## src/rtl/stopwatch_ctrl_if.sv

```systemverilog
// Button, rollover and count-control signals between the stopwatch front end
// and its surroundings (buttons, digit counter chain).
interface stopwatch_ctrl_if;
   logic btn_start;
   logic btn_clear;
   logic top_tc;
   logic tick;
   logic clr;
   logic running;
   logic overflow;

   modport master (
      output btn_start, btn_clear, top_tc,
      input  tick, clr, running, overflow
   );

   modport slave (
      input  btn_start, btn_clear, top_tc,
      output tick, clr, running, overflow
   );
endinterface

```

## src/rtl/stopwatch_ctrl.sv

```systemverilog
// Stopwatch control front end: button synchronise/debounce, IDLE/RUN/PAUSE/OVF
// state machine, count-tick prescaler and clear pulse for the digit counters.
module stopwatch_ctrl #(
   parameter int TickDiv       = 1000000,
   parameter int TickWidth     = 20,
   parameter int DebounceCount = 500000,
   parameter int DebounceWidth = 19
) (
   input  logic            clk,
   input  logic            reset,
   stopwatch_ctrl_if.slave sw
);

   localparam logic [TickWidth-1:0]     TickMax = TickWidth'(TickDiv - 1);
   localparam logic [DebounceWidth-1:0] DbMax   = DebounceWidth'(DebounceCount);

   typedef enum logic [1:0] {
      ST_IDLE,
      ST_RUN,
      ST_PAUSE,
      ST_OVF
   } state_t;

   // Index 0 is start/stop, index 1 is clear.
   logic [1:0]               w_raw;
   logic [1:0]               r_sync1;
   logic [1:0]               r_sync2;
   logic [1:0]               r_stable;
   logic [1:0]               r_press;
   logic [DebounceWidth-1:0] r_db_cnt [2];

   logic                     w_start_p;
   logic                     w_clear_p;

   state_t                   r_state;
   state_t                   w_state_next;
   logic                     w_clr_next;
   logic                     r_clr;
   logic [TickWidth-1:0]     r_presc;
   logic                     w_tick;

   assign w_raw     = {sw.btn_clear, sw.btn_start};
   assign w_start_p = r_press[0];
   assign w_clear_p = r_press[1];

   // NOTE: sequential state uses non-blocking (<=) so every flop samples pre-edge values.
   always_ff @(posedge clk or negedge reset) begin
      if (!reset) begin
         r_sync1  <= '0;
         r_sync2  <= '0;
         r_stable <= '0;
         r_press  <= '0;
         for (int b = 0; b < 2; b++) r_db_cnt[b] <= '0;
      end else begin
         r_sync1 <= w_raw;
         r_sync2 <= r_sync1;
         r_press <= '0;
         for (int b = 0; b < 2; b++) begin
            if (r_sync2[b] == r_stable[b]) begin
               r_db_cnt[b] <= '0;
            end else if (r_db_cnt[b] == DbMax) begin
               // Accept the new level; only a rising stable level is a press.
               r_stable[b] <= r_sync2[b];
               r_db_cnt[b] <= '0;
               r_press[b]  <= r_sync2[b];
            end else begin
               r_db_cnt[b] <= r_db_cnt[b] + DebounceWidth'(1);
            end
         end
      end
   end

   assign w_tick = (r_state == ST_RUN) && (r_presc == TickMax);

   // NOTE: every always_comb output gets a default first, so no path infers a latch.
   always_comb begin
      w_state_next = r_state;
      w_clr_next   = 1'b0;
      case (r_state)
         ST_IDLE: begin
            if (w_clear_p)      w_clr_next   = 1'b1;
            else if (w_start_p) w_state_next = ST_RUN;
         end
         ST_RUN: begin
            // Full-scale rollover outranks a simultaneous start/stop press.
            if (w_tick && sw.top_tc) w_state_next = ST_OVF;
            else if (w_start_p)      w_state_next = ST_PAUSE;
         end
         ST_PAUSE: begin
            if (w_clear_p) begin
               w_state_next = ST_IDLE;
               w_clr_next   = 1'b1;
            end else if (w_start_p) begin
               w_state_next = ST_RUN;
            end
         end
         ST_OVF: begin
            if (w_clear_p) begin
               w_state_next = ST_IDLE;
               w_clr_next   = 1'b1;
            end
         end
         default: w_state_next = ST_IDLE;
      endcase
   end

   always_ff @(posedge clk or negedge reset) begin
      if (!reset) begin
         r_state <= ST_IDLE;
         r_clr   <= 1'b0;
      end else begin
         r_state <= w_state_next;
         r_clr   <= w_clr_next;
      end
   end

   // Prescaler only advances in RUN, so PAUSE resumes mid-period.
   always_ff @(posedge clk or negedge reset) begin
      if (!reset) begin
         r_presc <= '0;
      end else if (w_clr_next) begin
         r_presc <= '0;
      end else if (r_state == ST_RUN) begin
         if (r_presc == TickMax) r_presc <= '0;
         else                    r_presc <= r_presc + TickWidth'(1);
      end
   end

   assign sw.tick     = w_tick;
   assign sw.clr      = r_clr;
   assign sw.running  = (r_state == ST_RUN);
   assign sw.overflow = (r_state == ST_OVF);

endmodule

```

## src/flat_wrapper.sv

```systemverilog
// flat-port wrapper written by rule: the top's interface ports become plain ports
module stopwatch_ctrl_flat 
#(
   parameter int TickDiv       = 1000000,
   parameter int TickWidth     = 20,
   parameter int DebounceCount = 500000,
   parameter int DebounceWidth = 19
)
  (clk, reset, sw_btn_start, sw_btn_clear, sw_top_tc, sw_tick, sw_clr, sw_running, sw_overflow);
  stopwatch_ctrl_if sw_i ();
  input  logic clk;
  input  logic reset;
  input wire logic [$bits(sw_i.btn_start)-1:0] sw_btn_start;
  input wire logic [$bits(sw_i.btn_clear)-1:0] sw_btn_clear;
  input wire logic [$bits(sw_i.top_tc)-1:0] sw_top_tc;
  output wire logic [$bits(sw_i.tick)-1:0] sw_tick;
  output wire logic [$bits(sw_i.clr)-1:0] sw_clr;
  output wire logic [$bits(sw_i.running)-1:0] sw_running;
  output wire logic [$bits(sw_i.overflow)-1:0] sw_overflow;
  assign sw_i.btn_start = sw_btn_start;
  assign sw_i.btn_clear = sw_btn_clear;
  assign sw_i.top_tc = sw_top_tc;
  assign sw_tick = sw_i.tick;
  assign sw_clr = sw_i.clr;
  assign sw_running = sw_i.running;
  assign sw_overflow = sw_i.overflow;
  stopwatch_ctrl #(.TickDiv(TickDiv), .TickWidth(TickWidth), .DebounceCount(DebounceCount), .DebounceWidth(DebounceWidth)) u_core (.clk(clk), .reset(reset), .sw(sw_i));
endmodule
```

## config.mk

```make
export PLATFORM = sky130hd
export DESIGN_NAME = stopwatch_ctrl_flat
export DESIGN_NICKNAME = d
export VERILOG_FILES = /design/src/rtl/stopwatch_ctrl_if.sv /design/src/rtl/stopwatch_ctrl.sv /design/src/flat_wrapper.sv
export SDC_FILE = /design/constraint.sdc
export NUM_CORES = 1
export LEC_CHECK = 0
export CAP_MARGIN = 20
export CORE_ASPECT_RATIO = 1.1
export CORE_UTILIZATION = 58
export CTS_CLUSTER_DIAMETER = 30
export DETAILED_ROUTE_END_ITERATION = 12
export HOLD_SLACK_MARGIN = 0.08
export PLACE_DENSITY_LB_ADDON = 0.1
export SETUP_SLACK_MARGIN = 0.1
export SLEW_MARGIN = 5
export SYNTH_ARGS = -nofsm -noshare
export SYNTH_HDL_FRONTEND = slang
export SYNTH_SLANG_ARGS = --single-unit
```

## constraint.sdc

```tcl
create_clock -name clk -period 1.99 [get_ports clk]
set_input_delay 0.398 -clock clk [delete_from_list [all_inputs] [get_ports clk]]
set_output_delay 0.398 -clock clk [all_outputs]
set_load 0.005 [all_outputs]
```

[Word-level counts from Yosys, hierarchy flattened]
Index checks and enable logic that the tools add are counted.
Cells by class
  order comparisons: 0
  muxes and demuxes: 20
  equal/unequal tests: 11
  reductions and logical operators: 8
  multiply operators: 0
  bitwise logic cells: 2
  div/mod/pow operators: 0
  add/sub/neg operators: 3
  shift operators: 0
Operators by type and width (number)
  $mux 19: 4
  $mux 20: 3
  $add 19x1->19 const B: 2
  $eq 19x19->1 const B: 2
  $add 20x1->20 const B: 1
  $eq 20x20->1 const B: 1
  $mux 2: 6
  $pmux 2 s4: 1
  $mux 1: 6
  $eq 2x2->1 const B: 2
  $reduce_and 2->1: 2
  $ne 3x1->1 const B: 1
  $reduce_and 3->1: 1
  $reduce_or 3->1: 1
  $eq 1x1->1: 2
  $eq 2x1->1 const B: 1
  $logic_and 1x1->1: 2
  $logic_not 2->1: 1
  $ne 2x1->1 const B: 1
  $ne 2x2->1 const B: 1
  $not 1->1: 2
  $reduce_bool 2->1: 1
Storage, ports and cells
  memories kept: 0
  input port bits: 5
  register bits: 69
  latch bits: 0
  logic and storage cells: 54
  bits in writable memories: 0
  output and inout bits: 4
  bits in read-only memories: 0

[Longest topological paths before layout]
  word-level depth: 5
  mapped depth: 8
  gate-level depth less buffers: 6

[Worst setup path before layout]
No wires, ideal clock.
  path type: register to register
  start point: reg u_core.r_presc[0]
  end point: reg u_core.r_presc[0]
  arrival: 1.613 ns
  path buffers: 1
  setup time: 0.125 ns
  cell stages (with the launch flop): 7
  data required time: 1.865 ns
  setup slack: 0.252 ns
  path through: dfrtp_1 > ha_1 > nand4_1 > nor2_1 > a31oi_4 > buf_6 > mux2_2
Between the ends
  longest elaborated chain between the ends: 4
  elaborated cells on any way between the ends: 5
  classes of those cells: add/sub (1); eq/ne (1); mux (3)
RTL lines
  start, declared: line stopwatch_ctrl.sv:39  | logic [TickWidth-1:0] r_presc;
  start signal, assigned: line stopwatch_ctrl.sv:125  | else r_presc <= r_presc + TickWidth'(1);
  $add 20x1->20 or $eq 20x20->1 (tied branches): line stopwatch_ctrl.sv:125, stopwatch_ctrl.sv:124
  $mux 20 *: line stopwatch_ctrl.sv:124  | if (r_presc == TickMax) r_presc <= '0;
  $mux 20 *: line stopwatch_ctrl.sv:123  | end else if (r_state == ST_RUN) begin
  $mux 20 *: line stopwatch_ctrl.sv:121  | end else if (w_clr_next) begin
Mark *: on every way between the ends. The rest lies on a longest branch, timed or not. The select of a mux whose other input is x is not followed.
A chain may end at the register's enable or synchronous reset.

[Final worst setup path]
  start point: reg u_core.r_presc[13]
  end point: out sw_tick
Between the ends
  longest elaborated chain between the ends: 2
RTL lines
  $eq 20x20->1: line stopwatch_ctrl.sv:73  | assign w_tick = (r_state == ST_RUN) && (r_presc == TickMax);
  $logic_and 1x1->1: line stopwatch_ctrl.sv:73
  end, declared: line flat_wrapper.sv:16  | output wire logic [$bits(sw_i.tick)-1:0] sw_tick;
Every way passes these cells.

==> results.yml <==
sta:
  worst_pin_slew_ns: 0.499
  hold_slack_ns: 0.0707
  fin_crit_ns: 1.87
  tns_ns: 0
  drv_slew: 0
  fin_skew_ns: 0.00805
  min_period_over_period_pct: 94.1
  finalHoldViolCount: 0
  fmax_ghz: 0.534
  rsz0062_at_grt: "yes"
  finalSetupViolations: 0
  max_slew_margin_pct: 66.5
logic_synthesis:
  synthCells: 347
  syn_area_per_cell_sq_um: 9.97
  ys_seq_area_share_pct: 49.9
  synth_seq_cells: 69
  syn_nets: 357
  synthesis.area_sq_um: 3460
  ys_types: 43
  ys.warnings.count: 0
layout:
  diodes: 0
  fin_area_sq_um: 4030
  nFillCells: 435
  final_util_pct: 69.9
  nets: 392
  final_common_cell: "dfrtp_1"
  final_cell_mix: "68 x dfrtp_1, 55 x nor2_1, 24 x nand2_1, 23 x nand3_1, 22 x buf_4"
  layout-drive-gt1-share_pct: 15.8
  area_delta_synth_final_pct: 16.6
cts:
  clk_path_buf_depth: 2
  clk_pin_slew_ns: 0.07
  cts_tree: "yes"
  cts_buffers: 9
  htree_levels: 3
  cts_sinks: 69
  clock_latency_ns: 0.34
  hold_buffers: 0
  root_buffer: "clkbuf_8"
hold_path:
  hp-class: "primary input to async pin"
worst_setup_path:
  crit_start: "u_core.r_presc[13]$_DFFE_PN0P_"
  reg2reg_setup_slack_ns: 0.15
  worstPathCellList: "nor4_2 -> and4_1 -> nand3_1 -> nor2_1 -> buf_2"
  r2r_end: "u_core.r_db_cnt[3]$_DFF_PN0_"
  path_buf_inv: 1
  worst_r2r_path_depth: 5
  worstSetupEndpointType: "output port"
  r2r_start: "u_core.r_db_cnt[3]$_DFF_PN0_"
  crit_cells: 5
  required_ns: 1.59
  crit_fanout: 2
  slowest_stage: "dfrtp_1"
  slowest_delay_ns: 0.39
  critPathKind: "flop to output port"
  crit_path_start_kind: "flop"
  cp.arrival_ns: 1.47
  crit_path_end: "sw_tick"
  path_delay_family: "simple AND/OR/NAND/NOR gates"
floorplanning:
  coreArea_sq_um: 5770
  ios: 9
  rows: 29
  die_w_microns: 75.6
  die_area_sq_um: 6280
  start_util_pct: 59.9
  dieHeight_microns: 83.0
global_route:
  grt_pass1_vias: 2564
  grt_overflow: 0
  grt_pass1_wl_microns: 10900
  grt_max_degree: 70
  antenna_found_initial: 0
  grtUsageTotal_pct: 22.9
placement:
  gp_congestion: 0.762
  dpl.hpwl_microns: 4320
  dpl_cell_area_sq_um: 3740
  place.port_buffers: 8
job:
  max_cap_viol_count: 0
drt:
  postRouteAntennaNets: 0
  vias: 2576
  drc: 0
  drt_first_pass_iters: 4
  viasPerCell: 5.55
  wirelength_microns: 6660
  wire_per_inst_microns: 14.3
  drtIter0Drc: 169
power:
  power_density_nw_per_um2: 653
  ir_drop_v: 0.000565
  power_mw: 2.63
  leakage_nw: 1.77
outcome:
  status: "completed"
[cell families (layout without fill, tap and decap cells)]
family	after synthesis	count (layout)	share of synthesized area (%)
multiplexers	3	3	0.977
AND/OR/NAND/NOR	165	165	25.1
AO/OA/AOI/OAI	42	42	7.96
buffers and inverters	24	64	4.31
adder cells (fa/ha/maj)	5	5	1.81
flip-flops	69	69	49.9
XOR/XNOR	39	39	9.88
[cell type report]
type	count	area [sq um]	area share (%)
Clock inverter	5	50.0	1.24
Clock buffer	11	141	3.50
Tap cell	77	96.3	2.39
Inverter	13	48.8	1.21
Sequential cell	69	1730	42.8
Timing Repair Buffer	35	343	8.50
Multi-Input combinational cell	254	1630	40.3
[layer usage]
layer	global-route usage (%)	wire (microns)
met5	0	0
met4	9.26	107
met3	5.22	194
met2	37.7	3290
met1	28.5	3060
[cell usage after synthesis, drive strengths merged]
library cell | n | area share [%]
nand4 | 14 | 2.5
and4 | 7 | 1.8
or3 | 2 | 0.36
and4bb | 1 | 0.36
and4b | 1 | 0.29
nor4b | 2 | 0.51
or2 | 3 | 0.54
nor2 | 55 | 6.0
clkbuf | 1 | 0.11
inv | 13 | 1.4
or4b | 2 | 0.58
dfrtp | 69 | 50
a41oi | 3 | 0.76
nand3b | 4 | 0.87
a22o | 5 | 1.3
buf | 10 | 2.8
and2 | 3 | 0.54
nand2b | 5 | 0.90
and3 | 4 | 0.72
nor3b | 1 | 0.22
nor2b | 1 | 0.18
a31oi | 12 | 2.6
nor4bb | 1 | 0.29
a21oi | 7 | 1.0
nand3 | 23 | 3.3
xor2 | 20 | 5.1
xnor2 | 19 | 4.8
a21o | 1 | 0.22
nor4 | 4 | 1.1
nor3 | 8 | 1.4
mux2 | 3 | 0.98
ha | 5 | 1.8
nand2 | 24 | 2.6
o21ai | 13 | 1.9
o211ai | 1 | 0.22
[worst min path at each step]
| stage | startpoint | cells after the start | end | slack [ns] |
|---|---|---|---|---|
| finish | reset | 2 | u_core.r_presc[19]$_DFFE_PN0P_ | 0.07 |
| global route | reset | 2 | u_core.r_presc[16]$_DFFE_PN0P_ | 0.1 |
| detailed placement | u_core.r_sync1[1]$_DFF_PN0_ | 0 | u_core.r_sync2[1]$_DFF_PN0_ | 0.34 |
| floorplan | reset | 0 | u_core.r_db_cnt[0]$_DFF_PN0_ | 0.10 |
| global placement | u_core.r_sync1[0]$_DFF_PN0_ | 0 | u_core.r_sync2[0]$_DFF_PN0_ | 0.33 |
| CTS | reset | 2 | u_core.r_presc[6]$_DFFE_PN0P_ | 0.08 |
[power by group]
group	leakage (nW)	internal (mW)	switching, mW	total [mW]
registers	0.939	1.42	0.0144	1.43
logic	0.732	0.0386	0.0570	0.0956
clock network	0.103	0.604	0.504	1.11
total	1.77	2.06	0.575	2.63
[metrics by stage]
step	setup slack [ns]	cells
final	0.118	464
after CTS	0.0846	460
after floorplan	0.252	347
after global routing	-0.00962	464
after global placement	0.0604	443
after detailed placement	0.0603	443
[worst register-to-register path: stages, from the launching register on]
cell       delay [ns]
dfrtp_1          0.42
or4b_4           0.56
nor4_4           0.33
or2_4            0.21
clkbuf_16        0.16
nor2_1           0.05
[flip-flops by register name, indices dropped and copies added, names as in the netlist]
register / cells
u_core.r_sync1: 2
u_core.r_sync2: 2
u_core.r_press: 2
u_core.r_state: 2
u_core.r_db_cnt: 38
u_core.sw.clr: 1
u_core.r_stable: 2
u_core.r_presc: 20
[what timing repair did]
action	in CTS	in global routing
gates cloned	0	1
endpoints found under the setup margin	2	33
buffers inserted	1	3
pin swaps	2	4
gates resized for setup	4	8
Note: power is estimated with default switching activity, not from simulation.
